==> config.mk <==
export PLATFORM = sky130hd
export DESIGN_NAME = pc_event_tx_queue
export DESIGN_NICKNAME = d
export VERILOG_FILES = /design/src/rtl/pc_event_tx_queue.sv
export SDC_FILE = /design/constraint.sdc
export NUM_CORES = 1
export LEC_CHECK = 0
export ABC_AREA = 1
export CORE_MARGIN = 1
export CORE_UTILIZATION = 50
export CTS_CLUSTER_DIAMETER = 120
export DETAILED_ROUTE_END_ITERATION = 16
export PLACE_DENSITY_LB_ADDON = 0.15
export SYNTH_ARGS = -nofsm -noshare
export SYNTH_HDL_FRONTEND = slang
export SYNTH_SLANG_ARGS = --single-unit
==> constraint.sdc <==
create_clock -name clock -period 5.8 [get_ports clock]
set_input_delay 1.74 -clock clock [delete_from_list [all_inputs] [get_ports clock]]
set_output_delay 1.74 -clock clock [all_outputs]
set_load 0.005 [all_outputs]
==> src/rtl/pc_event_tx_queue.sv <==
// rtl/pc_event_tx_queue.sv - prioritised game-event byte queue feeding uart_tx
module pc_event_tx_queue #(
   parameter int         NUM_MOLES  = 5,
   parameter int         FIFO_DEPTH = 8,
   parameter logic [7:0] HIT_CODE   = 8'h48,
   parameter logic [7:0] OVER_CODE  = 8'h52
) (
   input  logic                              clock,
   input  logic                              reset,
   input  logic                              game_active,
   input  logic                              game_finish,
   input  logic                              hit_pulse,
   input  logic [NUM_MOLES-1:0]              mole_onehot,
   input  logic                              tx_busy,
   output logic                              tx_start,
   output logic [7:0]                        tx_data,
   output logic [$clog2(FIFO_DEPTH+1)-1:0]   fifo_count,
   output logic                              overflow
);
   localparam int AW = $clog2(FIFO_DEPTH);
   localparam int CW = $clog2(FIFO_DEPTH+1);

   typedef enum logic [1:0] {IDLE, START, ARM, WAIT} state_t;

   state_t               state_q;
   logic                 tx_start_q;
   logic [7:0]           tx_data_q;
   logic                 finish_q;
   logic                 pend_over_q, pend_hit_q, pend_pos_q;
   logic [3:0]           pos_idx_q;
   logic [NUM_MOLES-1:0] last_pos_q;
   logic                 overflow_q;
   logic [7:0]           mem_q [FIFO_DEPTH];
   logic [AW-1:0]        wr_ptr_q, rd_ptr_q;
   logic [CW-1:0]        count_q;

   logic                 mole_valid, over_ev, pos_ev;
   logic [3:0]           mole_idx;
   logic                 full, empty, wr_en, rd_en;
   logic                 clr_over, clr_hit, clr_pos;
   logic [7:0]           wr_data;

   always_comb begin
      mole_idx = '0;
      for (int i = 0; i < NUM_MOLES; i++)
         if (mole_onehot[i]) mole_idx = 4'(i);
   end

   assign mole_valid = (mole_onehot != '0) &&
                       ((mole_onehot & (mole_onehot - NUM_MOLES'(1))) == '0);
   assign over_ev    = game_finish && !finish_q;
   assign pos_ev     = game_active && mole_valid && (mole_onehot != last_pos_q);

   assign full     = (count_q == CW'(FIFO_DEPTH));
   assign empty    = (count_q == '0);
   assign wr_en    = !full && (pend_over_q || pend_hit_q || pend_pos_q);
   assign clr_over = wr_en && pend_over_q;
   assign clr_hit  = wr_en && !pend_over_q && pend_hit_q;
   assign clr_pos  = wr_en && !pend_over_q && !pend_hit_q;
   assign wr_data  = pend_over_q ? OVER_CODE :
                     pend_hit_q  ? HIT_CODE  : (8'h30 + {4'b0000, pos_idx_q});
   assign rd_en    = (state_q == IDLE) && !empty && !tx_busy;

   // A new event arriving in the cycle its flag is written keeps the flag set.
   always_ff @(posedge clock) begin
      if (reset) begin
         finish_q    <= 1'b0;
         pend_over_q <= 1'b0;
         pend_hit_q  <= 1'b0;
         pend_pos_q  <= 1'b0;
         pos_idx_q   <= '0;
         last_pos_q  <= '0;
         overflow_q  <= 1'b0;
      end else begin
         finish_q    <= game_finish;
         pend_over_q <= over_ev || (pend_over_q && !clr_over);
         pend_hit_q  <= hit_pulse || (pend_hit_q && !clr_hit);
         if (hit_pulse && pend_hit_q && !clr_hit)
            overflow_q <= 1'b1;
         if (!game_active) begin
            last_pos_q <= '0;
            pend_pos_q <= 1'b0;
         end else if (pos_ev) begin
            pend_pos_q <= 1'b1;
            pos_idx_q  <= mole_idx;
            last_pos_q <= mole_onehot;
         end else if (clr_pos) begin
            pend_pos_q <= 1'b0;
         end
      end
   end

   always_ff @(posedge clock) begin
      if (wr_en) mem_q[wr_ptr_q] <= wr_data;
   end

   always_ff @(posedge clock) begin
      if (reset) begin
         wr_ptr_q <= '0;
         rd_ptr_q <= '0;
         count_q  <= '0;
      end else begin
         if (wr_en) wr_ptr_q <= wr_ptr_q + AW'(1);
         if (rd_en) rd_ptr_q <= rd_ptr_q + AW'(1);
         case ({wr_en, rd_en})
            2'b10:   count_q <= count_q + CW'(1);
            2'b01:   count_q <= count_q - CW'(1);
            default: count_q <= count_q;
         endcase
      end
   end

   always_ff @(posedge clock) begin
      if (reset) begin
         state_q    <= IDLE;
         tx_start_q <= 1'b0;
         tx_data_q  <= 8'h00;
      end else begin
         case (state_q)
            IDLE: begin
               tx_start_q <= 1'b0;
               if (rd_en) begin
                  tx_start_q <= 1'b1;
                  tx_data_q  <= mem_q[rd_ptr_q];
                  state_q    <= START;
               end
            end
            START: begin
               tx_start_q <= 1'b0;
               state_q    <= ARM;
            end
            ARM: state_q <= WAIT;
            WAIT: if (!tx_busy) state_q <= IDLE;
            default: state_q <= IDLE;
         endcase
      end
   end

   assign tx_start   = tx_start_q;
   assign tx_data    = tx_data_q;
   assign fifo_count = count_q;
   assign overflow   = overflow_q;
endmodule

# Yosys cells after proc, flatten, opt, wreduce, memory -nomap -nowiden

Memories as Yosys holds them, arrays and structs flattened. A register that Yosys moved wholly into a read port is not among the register bits.
Index checks and enable logic that the tools add are counted.

Register bits: 35
Bits of input ports: 11
Memories kept: 1
Memory bits (writable): 56
Word-level logic and storage cells: 85

Add/subtract/negate cells: 6
Equality and inequality tests: 9
Bitwise operators: 2
Multiplexer cells: 16
Reductions and logical operators: 38

Memories:

| name  | depth | width | rd ports | clocked after memory_dff | wr ports | RTL line | RTL |
|---|---|---|---|---|---|---|---|
| mem_q | 8     | 7     | 1        | 1                        | 1        | 33       | `logic [7:0] mem_q [FIFO_DEPTH];` |

Operators by type and width:

| cell                                             | count |
|---|---|
| logical AND 1 bit                                | 15 |
| 2-to-1 mux 7 bit                                 | 2 |
| 2-to-1 mux 4 bit                                 | 3 |
| logical NOT 1 bit                                | 8 |
| one-hot mux 2 bit (4 select lines)               | 1 |
| one-hot mux 4 bit (2 select lines)               | 1 |
| adder 6 x 4 -> 7 bit, first input constant       | 1 |
| adder 3 x 1 -> 3 bit, second input constant      | 2 |
| == test 2 bit, second input constant             | 3 |
| 2-to-1 mux 1 bit                                 | 6 |
| AND reduction 2 bit                              | 3 |
| nonzero test 2 bit                               | 3 |
| bitwise AND 5 bit                                | 1 |
| logical NOT 5 bit                                | 1 |
| inequality test 5 bit                            | 1 |
| nonzero test 5 bit                               | 1 |
| subtractor 5 x 1 -> 5 bit, second input constant | 1 |
| adder 4 x 1 -> 4 bit, second input constant      | 1 |
| == test 2 x 1 -> 1 bit, second input constant    | 2 |
| == test 4 bit, second input constant             | 1 |
| logical NOT 4 bit                                | 1 |
| logical OR 1 bit                                 | 4 |
| 2-to-1 mux 2 bit                                 | 2 |
| inequality test 2 bit, second input constant     | 2 |
| 5 further kinds                                  | 5 |

# Longest topological paths before layout

Depth in word-level cells: 8
Gate-level depth with buffers: 17
Mapped depth without buffers: 16

# Worst setup path after synthesis

No wires, ideal clock.

Path kind: input port to flip-flop
Start point: input port tx_busy
End point: register count_q[2] (netlist: fifo_count[2])
Data required time: 5.685 ns
Path slack: 2.600 ns
Buffers on the path: 1
Arrival time: 3.085 ns
Setup time: 0.115 ns
Stages: 13
Path through: nor2_1 > nand2_1 > inv_1 > buf_2 > ha_1 > nand2_1 > inv_1 > nor2_1 > ha_1 > a21oi_1 > xnor2_1 > o21ai_0 > inv_1

Word-level cells in the longest chain between the ends: 4
Elaborated cells between the ends (all ways): 6
Classes of those cells: eq/ne: 2; mux: 1; reduce/logical: 3

RTL lines:

| element                                                                  | RTL line | RTL |
|---|---|---|
| start, declared                                                          | 14       | `input logic tx_busy,` |
| logical NOT 1 bit (*)                                                    | -        |  |
| logical AND 1 bit (*)                                                    | 62       | `assign rd_en = (state_q == IDLE) && !empty && !tx_busy;` |
| named net rd_en                                                          | 39       | `logic full, empty, wr_en, rd_en;` |
| == test 2 x 1 -> 1 bit or == test 2 bit (tied branches)                  | 105      | `case ({wr_en, rd_en})` |
| one-hot mux 4 bit (2 select lines) or nonzero test 2 bit (tied branches) | -        |  |
| end signal, assigned                                                     | 106      | `2'b10: count_q <= count_q + CW'(1);` |
| end signal, assigned                                                     | 107      | `2'b01: count_q <= count_q - CW'(1);` |
| end signal, assigned                                                     | 108      | `default: count_q <= count_q;` |
| end, declared                                                            | 35       | `logic [CW-1:0] count_q;` |

Mark *: on every way through the listed nets, which the timed path passes. The rest lies on a longest branch.
A chain may end at the register's enable or synchronous reset.

# Worst setup path after layout

Start point: input port tx_busy
End point: register count_q[2] (netlist: fifo_count[2])

Word-level cells in the longest chain between the ends: 4
Elaborated cells between the ends (all ways): 6
Classes of those cells: eq/ne: 2; mux: 1; reduce/logical: 3

RTL lines:

| element                                                                  | RTL line |
|---|---|
| logical NOT 1 bit (*)                                                    | - |
| logical AND 1 bit (*)                                                    | 62 |
| == test 2 x 1 -> 1 bit or == test 2 bit (tied branches)                  | 105 |
| one-hot mux 4 bit (2 select lines) or nonzero test 2 bit (tied branches) | - |

Mark *: on every way between the ends. The rest lies on a longest branch, timed or not.

==> results.yml <==
outcome:
  outcome: "finished, final reports clean"
setup_path:
  r2r-start: "state_q[0]$_SDFFE_PP0P_"
  worst-setup-path-type: "input pin to flop"
  crit_chain: "clkdlybuf4s50_1, nor2_1, nand2_1, inv_1, ha_1, nand2_1, inv_1, nor2_1, ha_1, a21oi_1, xnor2_1, o21ai_0, inv_1"
  path_max_fanout: 13
  cp.arrival_ps: 4120
  cp_common_cell: "inv_1"
  reg2regPathDepth: 15
  end_kind: "flop"
  cp.required_ps: 6040
  r2r_end: "fifo_count[2]$_SDFFE_PP0P_"
  rrSetupSlack_ps: 3050
  cp-start-kind: "input pin"
  crit_path_top_delay_cell: "clkdlybuf4s50_1"
  cp_slowest_stage_delay_ps: 430
power_and_ir_drop:
  p_comb_share_pct: 28.2
  netSwitchingFraction_pct: 33.1
  internal_power_mw: 1.11
  leakage_nw: 1.63
  p_total_mw: 1.65
  p_sw_mw: 0.547
  p_seq_share_pct: 47.4
  p_clk_share_pct: 24.5
  power_density_nw_per_um2: 375
  vdd_ir_drop_max_uv: 205
clock_tree:
  cts_tree: "built"
  cts_max_level: 3
  hold_buffers: 0
  cts_buffers: 9
  clockBufferDepth: 2
  cts_setup_buffers: 0
  cts_sinks: 89
  ctsRootBufferMaster: "clkbuf_8"
  ctsResizeCount: 0
  clock_latency_ps: 350
  clkTransAtPathRegs_ps: 90
global_routing:
  track_usage_pct: 20.7
  grt_max_degree: 31
  antenna_found_initial: 0
  use_met3_pct: 2.78
  gr-usage-met2_pct: 33.8
  grt_pass1_vias: 2710
  grt_pass1_wl_um: 13100
  grt-busiest-layer: "met2"
  use_met1_pct: 27.9
  grt_overflow_total: 0
timing:
  min_period_ps: 3880
  skew_ps: 10.9
  hold_violations: 0
  max_freq_ghz: 0.258
  layout_setup_ws_ps: 1920
  setup_tns_ps: 0
  worst_slew_pin_slew_ps: 1110
  rsz0062_at_grt: "false"
  max-slew-margin-rel_pct: 25.2
  slew_violations: 0
  setup_viol: 0
  fin_crit_sh_pct: 66.9
routing:
  post-route-drc-count: 0
  drtAntennaViolNets: 0
  wl_per_cell_um: 14.5
  drtPass1Iterations: 4
  drtIter0Drc: 166
  vias: 2793
  routed_via_density: 5.17
  wl_um: 7820
logic_synthesis:
  yosysWarningCount: 0
  synth_nets: 437
  synth_seq_area_share_pct: 59.5
  synth-main-ff-cell: "edfxtp_1"
  synth-seq-cells: 89
  synth.avg_cell_area_um2: 9.47
  syn_area_um2: 3940
  synth_edf_count: 56
  synth_cells: 416
  async_flop_share_pct: 0
  yosysUniqueCellTypes: 29
floorplan:
  die_h_um: 90.8
  rows: 31
  io_pins: 25
  core_area_um2: 7450
  die-area_um2: 8240
  start_util_pct: 52.9
  die_x_um: 90.8
final_layout:
  utilization_pct: 59.2
  antenna_cells: 0
  area_growth_pct: 11.9
  final_cell_area_um2: 4410
  drive_gt1_share_pct: 7.26
  fin_nets: 457
  n_fill_cell: 649
placement:
  port_buffers: 23
  post-place-ws_ps: 1600
  place_area_um2: 4230
  gp_congestion: 0.837
  dp_hpwl_um: 5250
min_path:
  worstHoldStart: "finish_q$_SDFF_PP0_"
  holdPathEnd: "pend_over_q$_SDFF_PP0_"
  min_path_cells: 1
  worstHoldPathType: "flop to flop"
flow_run:
  drv_cap: 0
==> power groups by stage <==
stage	Combinational, mW	Sequential, mW	Clock, mW
3_5_place_dp	0.468	0.797	0
2_1_floorplan	0.331	0.782	0
4_1_cts	0.469	0.783	0.412
5_1_grt	0.534	0.793	0.437
3_3_place_gp	0.458	0.798	0
6_report	0.466	0.784	0.404
==> cells in the mapped netlist (all sizes together) (6+ instances only) <==
cell type | n | area (µm²)
nor3 | 6 | 30.0
a21oi | 27 | 135
nand2 | 59 | 249
buf | 8 | 48.8
clkbuf | 7 | 26.3
dfxtp | 33 | 661
ha | 10 | 125
o21ai | 36 | 180
edfxtp | 56 | 1680
inv | 38 | 143
nand3 | 39 | 220
nor2 | 88 | 372
==> logic make-up after synthesis <==
group	Yosys count	synth area share, %
other cells	1	0.0952
simple gates	195	22.6
compound gates	65	8.42
buf+inv	53	5.53
flops	89	59.5
xor+xnor	3	0.667
fa+ha+maj	10	3.18
==> placed cells by master, fill, tap and decap left out, drive strengths merged <==
cell type       n
ha             10
conb            1
o21ai          36
xnor2           2
clkdlybuf4s50  23
a22oi           1
nand2          59
clkbuf         13
nor3            6
nor2           88
o32ai           1
bufinv          1
nand4           2
or2             1
xor2            1
a21oi          27
nand3          39
edfxtp         56
clkinvlp        1
dfxtp          33
buf             1
clkinv          1
inv            38
==> registers in the layout (all words and copies together) (netlist names) <==
| signal | count |
|---|---|
| fifo_count | 4 |
| finish_q | 1 |
| last_pos_q | 5 |
| mem_q | 56 |
| overflow | 1 |
| pend_hit_q | 1 |
| pend_over_q | 1 |
| pend_pos_q | 1 |
| pos_idx_q | 3 |
| rd_ptr_q | 3 |
| state_q | 2 |
| tx_data | 7 |
| tx_start | 1 |
| wr_ptr_q | 3 |
==> stage by stage <==
step / hold slack (ps) / std cells
detailed placement: 427 / 524
global route: 469 / 540
floorplan: 411 / 416
CTS: 434 / 540
finish: 432 / 540
global placement: 414 / 524
==> layout make-up <==
type	instances	area [µm²]	area share, %
clock buffer	13	139	3.15
clock inverter	3	42.5	0.965
inverter	38	143	3.24
multi-input combinational	274	1380	31.3
sequential	89	2340	53.2
tap	99	124	2.81
timing repair buffer	24	238	5.39
==> how the worst max path moves through the flow <==
stage / from / to / depth (start not counted)
after floorplan: tx_busy / fifo_count[2]$_SDFFE_PP0P_ / 13
after global placement: tx_busy / fifo_count[2]$_SDFFE_PP0P_ / 13
after detailed placement: tx_busy / fifo_count[2]$_SDFFE_PP0P_ / 13
after CTS: tx_busy / fifo_count[2]$_SDFFE_PP0P_ / 13
after global routing: tx_busy / fifo_count[2]$_SDFFE_PP0P_ / 13
final: tx_busy / fifo_count[2]$_SDFFE_PP0P_ / 13
==> worst max-delay path, delay by kind of cell <==
family          cells  cell delay (ps)
buf+inv             4              980
simple gates        4              530
fa+ha+maj           2              470
compound gates      2              310
xor+xnor            1               90
==> layer usage <==
| layer | vias up | part of all wire [%] | routed length [µm] |
|---|---|---|---|
| met5 | - | 0 | 0 |
| met2 | 53 | 48 | 3750 |
| met3 | 9 | 3.7 | 287 |
| met1 | 1305 | 47 | 3680 |
| li1 | 1426 | - | - |
| met4 | 0 | 1.3 | 99 |
Power figures use the tool's default switching activity.
